`src/rtl/dmem_axi_bridge.sv`:
```
// Bridges a single-outstanding SRAM-like data port (req/addr_ok/data_ok) onto an
// AXI3 master with single-beat reads and writes.
module dmem_axi_bridge #(
    parameter logic [3:0] AXI_ID = 4'd1
) (
    input  logic        clk,
    input  logic        resetn,
    // MMU-side data port
    input  logic        req,
    input  logic        we,
    input  logic [31:0] addr,
    input  logic [1:0]  size,
    input  logic [3:0]  wstrb,
    input  logic [31:0] wdata,
    output logic        addr_ok,
    output logic        data_ok,
    output logic [31:0] rdata,
    // AXI read address / data
    output logic [3:0]  arid,
    output logic [31:0] araddr,
    output logic [7:0]  arlen,
    output logic [2:0]  arsize,
    output logic [1:0]  arburst,
    output logic [1:0]  arlock,
    output logic [3:0]  arcache,
    output logic [2:0]  arprot,
    output logic        arvalid,
    input  logic        arready,
    input  logic [3:0]  rid,
    input  logic [31:0] rdata_i,
    input  logic [1:0]  rresp,
    input  logic        rlast,
    input  logic        rvalid,
    output logic        rready,
    // AXI write address / data / response
    output logic [3:0]  awid,
    output logic [31:0] awaddr,
    output logic [7:0]  awlen,
    output logic [2:0]  awsize,
    output logic [1:0]  awburst,
    output logic [1:0]  awlock,
    output logic [3:0]  awcache,
    output logic [2:0]  awprot,
    output logic        awvalid,
    input  logic        awready,
    output logic [3:0]  wid,
    output logic [31:0] wdata_o,
    output logic [3:0]  wstrb_o,
    output logic        wlast,
    output logic        wvalid,
    input  logic        wready,
    input  logic [3:0]  bid,
    input  logic [1:0]  bresp,
    input  logic        bvalid,
    output logic        bready
);

    typedef enum logic [2:0] {
        IDLE,
        RD_ADDR,
        RD_DATA,
        WR_REQ,
        WR_RESP
    } state_t;

    state_t      r_state;
    state_t      w_state_nxt;
    logic        r_aw_done;
    logic        r_w_done;
    logic        w_aw_done_nxt;
    logic        w_w_done_nxt;
    logic        w_aw_fire;
    logic        w_w_fire;

    logic [31:0] r_addr;
    logic [1:0]  r_size;
    logic [3:0]  r_wstrb;
    logic [31:0] r_wdata;

    // Response IDs, codes and rlast carry nothing a single-beat bridge needs.
    logic        w_unused;
    assign w_unused = &{1'b0, rid, rresp, rlast, bid, bresp};

    assign addr_ok   = req && (r_state == IDLE);
    assign arvalid   = (r_state == RD_ADDR);
    assign rready    = (r_state == RD_DATA);
    assign awvalid   = (r_state == WR_REQ) && !r_aw_done;
    assign wvalid    = (r_state == WR_REQ) && !r_w_done;
    assign bready    = (r_state == WR_RESP);
    assign data_ok   = ((r_state == RD_DATA) && rvalid) || ((r_state == WR_RESP) && bvalid);
    assign rdata     = rdata_i;

    assign w_aw_fire = awvalid && awready;
    assign w_w_fire  = wvalid && wready;

    assign araddr    = r_addr;
    assign awaddr    = r_addr;
    assign arsize    = {1'b0, r_size};
    assign awsize    = {1'b0, r_size};
    assign wdata_o   = r_wdata;
    assign wstrb_o   = r_wstrb;

    assign arid      = AXI_ID;
    assign awid      = AXI_ID;
    assign wid       = AXI_ID;
    assign arlen     = 8'd0;
    assign awlen     = 8'd0;
    assign arburst   = 2'b01;
    assign awburst   = 2'b01;
    assign arlock    = 2'b00;
    assign awlock    = 2'b00;
    assign arcache   = 4'd0;
    assign awcache   = 4'd0;
    assign arprot    = 3'd0;
    assign awprot    = 3'd0;
    assign wlast     = 1'b1;

    // NOTE: every signal written here gets a default first, so no path leaves one unassigned (no latch).
    always_comb begin
        w_state_nxt   = r_state;
        w_aw_done_nxt = r_aw_done;
        w_w_done_nxt  = r_w_done;
        unique case (r_state)
            IDLE: begin
                if (addr_ok) begin
                    w_state_nxt = we ? WR_REQ : RD_ADDR;
                end
            end
            RD_ADDR: begin
                if (arready) begin
                    w_state_nxt = RD_DATA;
                end
            end
            RD_DATA: begin
                if (rvalid) begin
                    w_state_nxt = IDLE;
                end
            end
            WR_REQ: begin
                w_aw_done_nxt = r_aw_done || w_aw_fire;
                w_w_done_nxt  = r_w_done || w_w_fire;
                if (w_aw_done_nxt && w_w_done_nxt) begin
                    w_state_nxt   = WR_RESP;
                    w_aw_done_nxt = 1'b0;
                    w_w_done_nxt  = 1'b0;
                end
            end
            WR_RESP: begin
                if (bvalid) begin
                    w_state_nxt = IDLE;
                end
            end
            default: w_state_nxt = IDLE;
        endcase
    end

    // NOTE: sequential state uses non-blocking assignments so all registers update from pre-edge values.
    always_ff @(posedge clk) begin
        if (!resetn) begin
            r_state   <= IDLE;
            r_aw_done <= 1'b0;
            r_w_done  <= 1'b0;
        end else begin
            r_state   <= w_state_nxt;
            r_aw_done <= w_aw_done_nxt;
            r_w_done  <= w_w_done_nxt;
        end
    end

    // NOTE: payload registers carry no reset; they are only observed after being loaded on addr_ok.
    always_ff @(posedge clk) begin
        if (addr_ok) begin
            r_addr  <= addr;
            r_size  <= size;
            r_wstrb <= wstrb;
            r_wdata <= wdata;
        end
    end

endmodule
```
`config.mk`:
```
export PLATFORM = sky130hd
export DESIGN_NAME = dmem_axi_bridge
export DESIGN_NICKNAME = d
export VERILOG_FILES = /design/src/rtl/dmem_axi_bridge.sv
export SDC_FILE = /design/constraint.sdc
export NUM_CORES = 1
export LEC_CHECK = 0
export ABC_AREA = 1
export CAP_MARGIN = 20
export CORE_AREA = 2 2 123 125
export DETAILED_ROUTE_END_ITERATION = 6
export DIE_AREA = 0 0 125 127
export GPL_TIMING_DRIVEN = 0
export MAX_ROUTING_LAYER = met4
export PLACE_DENSITY = 0.77
export SLEW_MARGIN = 30
export SYNTH_ARGS = -nofsm -noshare
export SYNTH_HDL_FRONTEND = slang
export SYNTH_SLANG_ARGS = --single-unit
export TNS_END_PERCENT = 50
```
`constraint.sdc`:
```
create_clock -name clk -period 8.8 [get_ports clk]
set_input_delay 1.76 -clock clk [delete_from_list [all_inputs] [get_ports clk]]
set_output_delay 1.76 -clock clk [all_outputs]
set_load 0.01 [all_outputs]
```
Word level (Yosys, flattened, before mapping)
Cells that the tools add are included.
{"block": "word_totals", "regBits": 75, "latchBits": 0, "mem_bits_rw": 0, "rom_bits": 0, "out_inout_bits": 196, "memories": 0}
{"block": "op_classes", "addsub": 0, "n_mul": 0, "div_mod_pow": 0, "magnitude_cmp": 0, "eq_ne": 9, "shift": 0, "mux": 9, "n_bitwise": 0, "n_reduce_logical": 15}
{"operator": "two-way mux 3 bit", "count": 5}
{"operator": "case mux 3 bit (5 select lines)", "count": 1}
{"operator": "logical AND 1 bit", "count": 8}
{"operator": "== test 3 x 2 -> 1 bit (second input constant)", "count": 2}
{"operator": "!= test 2 bit (second input constant)", "count": 3}
{"operator": "AND reduction 5 bit", "count": 1}
{"operator": "!= test 2 x 1 -> 1 bit (second input constant)", "count": 2}
{"operator": "== test 3 x 1 -> 1 bit (second input constant)", "count": 1}
{"operator": "== test 3 bit (second input constant)", "count": 1}
{"operator": "logical NOT 3 bit", "count": 1}
{"operator": "logical OR 1 bit", "count": 3}
{"operator": "logical NOT 1 bit", "count": 2}
{"operator": "two-way mux 1 bit", "count": 2}
{"operator": "two-way mux 2 bit", "count": 1}

Logic depth before layout (Yosys ltp)
{"block": "depth", "word_depth": 7, "depth_mapped": 9, "ltp_nobuf": 9}

Worst setup path after synthesis
Ideal clock, no wire load.
{"block": "synth_path", "path_kind": "input to output", "startpoint": "in req", "endpoint": "out addr_ok", "arrival_ns": 6.739, "setup_slack_ns": 0.301, "path_stages": 2, "path_cell_list": "inv_1 -> nor3_1"}
{"block": "synth_via", "elab_chain_len": 1}
{"element": "start, declared", "line": "9", "text": "input logic req,"}
{"element": "logical AND 1 bit", "line": "84", "text": "assign addr_ok = req && (r_state == IDLE);"}
{"element": "end, declared", "line": "15", "text": "output logic addr_ok,"}
Every way passes these cells.

Worst setup path in the final report
Ends and elaborated chain as after synthesis.

==> results.json <==
{
  "outcome": "finished clean",
  "synth_top_area_share_pct": 62.6,
  "gp_congestion": 0.727,
  "first_global_vias": 2519,
  "netlist_area_sq_um": 3360,
  "cts_hold_buf": 0,
  "diodes": 0,
  "rsz0062_at_grt": "no",
  "ctsResizeCount": 0,
  "route.vias.total": 2582,
  "fill_cells": 1338,
  "path_delay_family": "buffers and inverters",
  "start_util_pct": 23.3,
  "gr-total-overflow": 0,
  "synth.avg_cell_area_sq_um": 13.3,
  "grt_pass1_wl_um": 13000,
  "hold_path.class": "register to register",
  "core_sq_um": 14400,
  "path_clk_slew_ns": 0.05,
  "post_cts.repair.setup_buffers": 0,
  "die_w_um": 125,
  "period_minus_slack_ns": 5.95,
  "crit_top_cell": "buf_4",
  "ir_drop_v": 0.0000821,
  "setup_viol": 0,
  "ios": 320,
  "clk_path_buf_depth": 2,
  "insertion_delay_ns": 0.33,
  "grt_max_degree": 14,
  "synthCells": 252,
  "fin_crit_sh_pct": 67.6,
  "drt-total-wl_um": 8790,
  "maxCapViolCount": 0,
  "antenna_found_initial": 0,
  "area_growth_syn_to_layout_pct": 88.8,
  "wl_per_cell_um": 12.0,
  "grt_util_all_layers_pct": 11.0,
  "crit_type": "input pin to primary output",
  "remaining_drc_errors": 0,
  "crit_chain": "clkdlybuf4s50_1, inv_1, nor3_2, buf_4, buf_4, buf_4, buf_4, buf_4, clkdlybuf4s50_1",
  "timing.critical_path.buf_inv": 8,
  "p_leak_uw": 0.00267,
  "initialDrtViolationCount": 138,
  "ys_seq_area_share_pct": 65.6,
  "yosysWarningCount": 0,
  "cp.arrival_ns": 4.19,
  "skew_ns": 0.0118,
  "cp-start-kind": "input pin",
  "htreeDepth": 3,
  "ys_top_cells_by_area": "edfxtp_1, buf_4, dfxtp_1",
  "drv_slew": 0,
  "portBuffers": 221,
  "ys_ff_latch": 75,
  "multi_input_area_sq_um": 398,
  "fin_setup_tns_ns": 0,
  "crit_required_ns": 7.04,
  "root_buffer": "clkbuf_16",
  "rows": 44,
  "slowest_stage": "clkdlybuf4s50_1",
  "die_y_um": 127,
  "p_per_area_nw_per_um2": 221,
  "clock_sinks": 75,
  "ant_nets": 0,
  "p_total_uw": 1400,
  "ys_types": 17,
  "yosysTopAreaCell": "edfxtp_1",
  "timing.hold.ws_ns": 0.498,
  "cts_made_buffers": 9,
  "dieArea_sq_um": 15900,
  "fmax_ghz": 0.168,
  "layout_common_cells": "clkdlybuf4s50_1, buf_4, edfxtp_1",
  "seq_area_sq_um": 2200,
  "dpl.hpwl_um": 7510,
  "fin_nets": 668,
  "cp_slowest_stage_delay_ns": 0.55,
  "drive_gt1_share_pct": 27.0,
  "hold_viol": 0,
  "path_max_fanout": 10,
  "via_per_inst": 3.52,
  "layout_commonest_cell": "clkdlybuf4s50_1",
  "firstDrtPassIters": 4,
  "tritoncts": "yes",
  "cp-end-kind": "primary output"
}
## through the flow
step | area [sq um] | std cells | utilization, % | worst slack [ns]
finish | 6340 | 733 | 43.9 | 2.85
global route | 6340 | 733 | 43.9 | 2.67
detailed placement | 6070 | 717 | 42.1 | 2.82
CTS | 6340 | 733 | 43.9 | 2.82
floorplan | 3550 | 303 | - | 0.301
global placement | 5990 | 708 | 41.5 | -3.57
## cells by family after synthesis
family	Yosys count	synth area share, %
and+or+nand+nor	36	4.92
other	2	0.224
DFF	75	65.6
buffers and inverters	135	28.4
AOI/OAI and AO/OA	4	0.857
## final timing paths
kind,startpoint,to,slack (ns),depth (start not counted)
max,req,addr_ok,2.85,9
min,r_aw_done$_SDFFE_PN0N_,r_aw_done$_SDFFE_PN0N_,0.50,2
max reg2reg,r_state[2]$_SDFFE_PN0P_,araddr[14]$_DFFE_PP_,6.25,9
min reg2reg,r_aw_done$_SDFFE_PN0N_,r_aw_done$_SDFFE_PN0N_,0.50,2
## metal layers
layer / GRT usage [%] / up-vias / share of wire (%)
met5: - / - / 0
met4: 4.77 / 0 / 2.2
met3: 3.89 / 18 / 10
met2: 20.1 / 201 / 55
met1: 10.6 / 1122 / 33
li1: - / 1241 / -
## power by group
| part | internal [uW] | switching, uW | total (uW) |
|---|---|---|---|
| registers | 495 | 36.0 | 531 |
| logic | 323 | 217 | 540 |
| clock network | 191 | 136 | 327 |
## cell type report
| class | instances | area share (%) |
|---|---|---|
| Buffer | 119 | 14.1 |
| Clock buffer | 10 | 3.61 |
| Clock inverter | 6 | 0.652 |
| Inverter | 16 | 0.948 |
| Multi-Input combinational cell | 93 | 6.28 |
| Sequential cell | 75 | 34.7 |
| Tap cell | 184 | 3.63 |
| Timing Repair Buffer | 230 | 36.0 |
## state kept, by name, indices dropped and copies added (netlist names)
signal	cells
r_aw_done	1
wstrb_o	4
araddr	32
r_w_done	1
r_state	3
wdata_o	32
r_size	2
## worst min-delay path: cells and delay by family, from the launching register on
family | cells | cell delay [ns]
DFF | 1 | 0.31
buffers and inverters | 1 | 0.07
AOI/OAI and AO/OA | 1 | 0.07
## Yosys cell counts
library cell  count
a21oi_1           1
a221oi_1          2
buf_4           119
conb_1            2
dfxtp_1           5
edfxtp_1         70
inv_1            15
inv_2             1
nand2_1          11
nand2_2           1
nand2_4           1
nand3_1           7
nor2_1           13
nor2_2            1
nor2_4            1
nor3_1            1
o22ai_1           1
Note: power is estimated with default switching activity, not from simulation.
